## src/rtl/fg_pkg.sv

```systemverilog
// Shared types and helpers for the function generator output path.
// Holds the amplitude ramp state enum and the sample shift helper.
package fg_pkg;

  typedef enum logic [1:0] {
    AMP_IDLE,
    AMP_ATTACK,
    AMP_DECAY
  } amp_state_t;

  // data arrives pre-extended to 32 bits (sign- or zero-), so the
  // low bits of the result are the correctly filled narrow sample
  function automatic logic [31:0] amp_shift(
    input logic [31:0] data,
    input logic [4:0]  sh,
    input logic        signed_mode
  );
    if (signed_mode)
      return 32'($signed(data) >>> sh);
    return data >> sh;
  endfunction

endpackage

```

## src/rtl/amp_ramp_ctrl.sv

```systemverilog
// Attenuation ramp controller: target, applied shift, step counter.
// Ports: clk, rst_n, in_valid, sel_load, sel -> cur_shift, busy.
module amp_ramp_ctrl
  import fg_pkg::*;
#(
  parameter int SHIFT_W  = 3,
  parameter int RAMP_DIV = 16
) (
  input  logic               clk,
  input  logic               rst_n,
  input  logic               in_valid,
  input  logic               sel_load,
  input  logic [SHIFT_W-1:0] sel,
  output logic [SHIFT_W-1:0] cur_shift,
  output logic               busy
);

  localparam int CW = $clog2(RAMP_DIV) + 1;
  localparam logic [CW-1:0] LAST = CW'(RAMP_DIV - 1);
  localparam logic [SHIFT_W-1:0] SHIFT_MAX = '1;

  amp_state_t         state, state_nxt;
  logic [SHIFT_W-1:0] tgt, tgt_nxt, cur_nxt;
  logic [CW-1:0]      cnt, cnt_nxt;

  always_ff @(posedge clk or negedge rst_n) begin
    if (!rst_n) begin
      state     <= AMP_IDLE;
      tgt       <= SHIFT_MAX;
      cur_shift <= SHIFT_MAX;
      cnt       <= '0;
    end else begin
      state     <= state_nxt;
      tgt       <= tgt_nxt;
      cur_shift <= cur_nxt;
      cnt       <= cnt_nxt;
    end
  end

  always_comb begin
    state_nxt = state;
    tgt_nxt   = tgt;
    cur_nxt   = cur_shift;
    cnt_nxt   = cnt;

    // step heads for the old target even if a load lands now
    if (state != AMP_IDLE && in_valid) begin
      if (cnt == LAST) begin
        cnt_nxt = '0;
        if (state == AMP_ATTACK)
          cur_nxt = cur_shift - SHIFT_W'(1);
        else
          cur_nxt = cur_shift + SHIFT_W'(1);
      end else begin
        cnt_nxt = cnt + CW'(1);
      end
    end

    if (sel_load)
      tgt_nxt = sel;

    unique case (1'b1)
      (cur_nxt > tgt_nxt): state_nxt = AMP_ATTACK;
      (cur_nxt < tgt_nxt): state_nxt = AMP_DECAY;
      default:             state_nxt = AMP_IDLE;
    endcase

    // cadence survives a retarget, but not settling
    if (state_nxt == AMP_IDLE)
      cnt_nxt = '0;
  end

  assign busy = (state != AMP_IDLE);

endmodule

```

## src/rtl/amplitude_scaler.sv

```systemverilog
// Click-free power-of-two amplitude stage, one-cycle latency.
// Ports: in_valid/in_data, sel_load/sel -> out_valid/out_data, cur_shift, busy.
module amplitude_scaler
  import fg_pkg::*;
#(
  parameter int DATA_W   = 8,
  parameter int SHIFT_W  = 3,
  parameter int RAMP_DIV = 16,
  parameter bit SIGNED   = 1'b0
) (
  input  logic               clk,
  input  logic               rst_n,
  input  logic               in_valid,
  input  logic [DATA_W-1:0]  in_data,
  input  logic               sel_load,
  input  logic [SHIFT_W-1:0] sel,
  output logic               out_valid,
  output logic [DATA_W-1:0]  out_data,
  output logic [SHIFT_W-1:0] cur_shift,
  output logic               busy
);

  logic [31:0] ext;

  assign ext = SIGNED ? 32'($signed(in_data)) : 32'(in_data);

  amp_ramp_ctrl #(
    .SHIFT_W  (SHIFT_W),
    .RAMP_DIV (RAMP_DIV)
  ) u_ramp (
    .clk       (clk),
    .rst_n     (rst_n),
    .in_valid  (in_valid),
    .sel_load  (sel_load),
    .sel       (sel),
    .cur_shift (cur_shift),
    .busy      (busy)
  );

  // samples use the pre-step shift of this cycle
  always_ff @(posedge clk or negedge rst_n) begin
    if (!rst_n) begin
      out_valid <= 1'b0;
      out_data  <= '0;
    end else begin
      out_valid <= in_valid;
      if (in_valid)
        out_data <= DATA_W'(amp_shift(ext, 5'(cur_shift), SIGNED));
    end
  end

endmodule

```

## config.mk

```make
export PLATFORM = sky130hd
export DESIGN_NAME = amplitude_scaler
export DESIGN_NICKNAME = d
export VERILOG_FILES = /design/src/rtl/fg_pkg.sv /design/src/rtl/amp_ramp_ctrl.sv /design/src/rtl/amplitude_scaler.sv
export SDC_FILE = /design/constraint.sdc
export NUM_CORES = 1
export LEC_CHECK = 0
export ABC_CLOCK_PERIOD_IN_PS = 2750
export BUFFER_PORTS_ARGS = -buffer_cell sky130_fd_sc_hd__buf_2
export CAP_MARGIN = 20
export CORE_ASPECT_RATIO = 0.7
export CORE_UTILIZATION = 40
export CTS_CLUSTER_SIZE = 8
export DETAILED_ROUTE_END_ITERATION = 8
export PLACE_DENSITY = 0.67
export SETUP_SLACK_MARGIN = 0.1
export SLEW_MARGIN = 20
export SYNTH_ARGS = -nofsm -noshare
export SYNTH_HDL_FRONTEND = slang
export SYNTH_SLANG_ARGS = --single-unit
```

## constraint.sdc

```tcl
create_clock -name clk -period 2.75 [get_ports clk]
set_clock_uncertainty 0.1 [all_clocks]
set_input_delay 0.1375 -clock clk [delete_from_list [all_inputs] [get_ports clk]]
set_output_delay 0.1375 -clock clk [all_outputs]
set_load 0.005 [all_outputs]
```

==> results.md <==
* Max-cap violations at 0
* Initial antenna violation count at 0
* Gr usage total at between 15 and 20%
* Setup violators final at 0
* Share of power burned in registers at about 45%
* Total Die Area at 3320 um^2
* Critical path's top delay family: adder cells
* Synth top area share at between 30% and 40%
* Cell-internal power at ~0.69 mW
* Initial cell density of the core at roughly 43%
* Fin. max-slew vios at 0
* Crit path launch: u_ramp.state[0]
* RSZ-0062 raised after global routing: no
* Placeable Area at 2860 um^2
* CP arrival at between 2 and 3 ns
* Psw at between 0.3 and 0.4 mW
* DIE HEIGHT at roughly 48 um
* Worst hold path class: in -> reg
* Top_reg_cell synth: dfrtp_1
* Largest family of logic cells by synthesized area: simple AND/OR/NAND/NOR gates
* Maximum VDD drop at 0.000269 V
* Slew @ Worst Pin at 0.477 ns
* CP cell instances: nor2b_1, fa_1, xor2_1, nand2_1, xnor2_1, ha_1, nand3_1, a21oi_2, and3b_1
* Area of placed instances at 1390 um^2
* CP max stage delay at about 0.40 ns
* NumNets Final at ~170
* Syn_nets at 142
* Post-route cell area at between 1000 and 1500 um^2
* Crit path to: u_ramp.cnt[4]
* Unique cell type count in the Yosys netlist at 38
* Area Overhead vs Synth at 17.8%
* Synth Register Bits at 22
* Ports at 28
* Vias after detailed routing at 974
* Setup WS pre-CTS at ~0.19 ns
* Avg Synthesized Cell Area at around 10 um^2
* Pwr Density at 706 nW/um^2
* FF-to-FF Start: u_ramp.state[0]
* Post-synthesis mux area share at around 12%
* TritonRoute pass-1 iters at 4
* Setup TNS at 0 ns
* Worst r2r dst: u_ramp.cnt[4]
* Crit Path Class: reg -> reg
* Leak at just under 0.7 nW
* Skew-Pair Late Insertion Delay at between 0.2 and 0.3 ns
* Worst hold stages at 3
* R2r setup slk at 0.30 ns
* Largest net degree at the start of global routing at 23
* Final worst slack at about 0.3 ns
* Synthesized-area fraction occupied by adder cells at approximately 5.7%
* Hold Vio Cnt, Final at 0
* Main area contributors after synthesis: dfrtp_1, dfstp_2, mux2i_1, ha_1, nor2_1
* Cell count along the critical path at 9
* Register area share after synthesis at 45.2%
* Fmax at slightly above 0.4 GHz
* Synthesized area at ~1200 um^2
* Number of H-tree levels at 1
* Post-DP HPWL at roughly 1900 um
* Outcome: completed
* Worst R2R Path Depth at 9
* Startpoint Class: flop
* CP Max Fanout at 5
* Fill cells at about 270
* FP Rows at 16
* CTS root buffer: clkbuf_8
* Die width at approximately 68 um
* Fin crit share at ~89%
* Final worst path period need at 2.45 ns
* RD Place Congestion at slightly above 0.8
* Crit path buf inv count at 0
* Synth area leader: dfrtp_1
* CTS max path bufs at 2
* Initial DRC count at 35
* XOR/XNOR Fraction of Synth Area at between 2 and 3%
* Slew HR at about two thirds
* Syn Inst Count at 122
* Gr ovfl total at 0
* Port Buf Inserts at 27
* First-pass GRT wire length at about 4200 um
* CTS tree: done
* Ant. Diodes at 0
* Post-route ant nets at 0
* CP required at approximately 2.8 ns
* Clock transition at path regs at 0.08 ns
* Sw Share at between 30% and 40%
* Post-synth ARST share at 100%
* Post-synth EDFFs at 0
* Clk sink count at 22
* Post-synthesis compound-gate area fraction at 11.7%
* Yosys warnings at 0
* CP endpoint kind: flop
* Synthesized-area fraction occupied by and/or/nand/nor cells at 15.8%
* Number of buffers created by CTS at 3
* Layout cells sized above 1 at around 33%
* Residual DRC at 0
* Power share of the clock group at 22.4%
* Slowest CP cell: dfrtp_1
* Routed wire per std cell at 13.2 um
* Part of the power in combinational logic at 32.8%
* Vias/cell at approximately 5.2
* Hold Worst Slack at between 0.02 and 0.03 ns
* Final wirelength at roughly 2500 um
* Vias in the first global route at 949
worst reg2reg max path: stages, from the launching register on:
cell     delay, ns
dfrtp_1       0.40
nor2b_1       0.17
fa_1          0.38
xor2_1        0.16
nand2_1       0.08
xnor2_1       0.17
ha_1          0.32
nand3_1       0.11
a21oi_2       0.24
and3b_1       0.21
layout by cell type (no fill, tap or decap), drive strengths merged, types with 2 or more instances in the layout:
cell type / count
ha: 4
nor2b: 4
mux2: 4
nand3: 4
clkbuf: 4
nor2: 13
o211ai: 2
dfrtp: 16
o21ai: 5
xor2: 3
mux2i: 8
inv: 10
buf: 29
a31oi: 2
nand2: 10
dfstp: 6
nand3b: 2
nand4: 2
a21oi: 6
flip-flops by register name, indices dropped and copies added (netlist names):
signal	flops
u_ramp.tgt	3
u_ramp.state	2
out_data	8
u_ramp.cur_shift	3
u_ramp.cnt	5
out_valid	1
layout make-up:
type	instances	area (um^2)	area share, %
multi-input combinational	84	599	41.2
sequential	22	558	38.3
timing repair buffer	30	160	11.0
clock buffer	4	55.1	3.78
tap	36	45.0	3.10
inverter	10	37.5	2.58
kinds of logic (layout without fill, tap and decap cells):
logic type / Yosys count / count (layout)
fa+ha+maj: 5 / 5
compound gates: 22 / 22
buf+inv: 16 / 44
flops: 22 / 22
simple gates: 40 / 40
mux: 13 / 13
xor+xnor: 4 / 4
Yosys cell counts (2+ instances only):
cell type and count:
dfstp_2 6, a31oi_1 2, o21ai_0 4, nand2_1 10
xor2_1 3, mux2_2 4, buf_6 2, nor2b_1 4
nand3_1 4, buf_2 2, o211ai_1 2, nand3b_1 2
nor2_1 13, mux2i_1 7, nand4_1 2, a21oi_1 6
dfrtp_1 16, ha_1 4, inv_1 10
layer usage:
layer	part of all wire, %	routed length, um	vias to the layer above	GRT usage [%]
met5	0	0	-	0
met4	0.77	19	0	3.13
met3	5.1	125	3	6.13
met2	46	1130	25	26.3
met1	48	1180	469	23.8
li1	-	-	477	-
timing repair:
| item | 4_1_cts | 5_1_grt |
|---|---|---|
| setup buffers | 0 | 0 |
| endpoints found under the hold margin | 16 | 0 |
| gates resized for setup | 0 | 1 |
| hold buffers | 1 | 0 |
| endpoints found under the setup margin | 0 | 1 |
how the worst min path moves through the flow:
stage,slack [ns],end,start
after CTS,0.02,u_ramp.tgt[1],sel[1]
after global routing,0.03,u_ramp.tgt[0],sel[0]
final,0.03,u_ramp.tgt[1],sel[1]
after floorplan,-0.26,out_data[0],rst_n
after global placement,0.03,u_ramp.cnt[4],rst_n
after detailed placement,0.03,out_data[2],rst_n
metrics by stage:
step / utilization [%] / total power, mW / instances
3_3_place_gp: 48.4 / 0.787 / 181
6_report: 50.8 / 1.03 / 186
5_1_grt: 50.8 / 1.11 / 186
4_1_cts: 50.7 / 1.04 / 186
2_1_floorplan: - / 0.700 / 122
3_5_place_dp: 48.4 / 0.802 / 181
power groups by stage:
| stage | Combinational, mW | Sequential (mW) | Clock [mW] |
|---|---|---|---|
| 4_1_cts | 0.339 | 0.460 | 0.240 |
| 3_3_place_gp | 0.326 | 0.460 | 0 |
| 2_1_floorplan | 0.240 | 0.460 | 0 |
| 5_1_grt | 0.390 | 0.469 | 0.255 |
| 6_report | 0.337 | 0.460 | 0.230 |
| 3_5_place_dp | 0.336 | 0.466 | 0 |
Note: power is estimated with default switching activity, not from simulation.
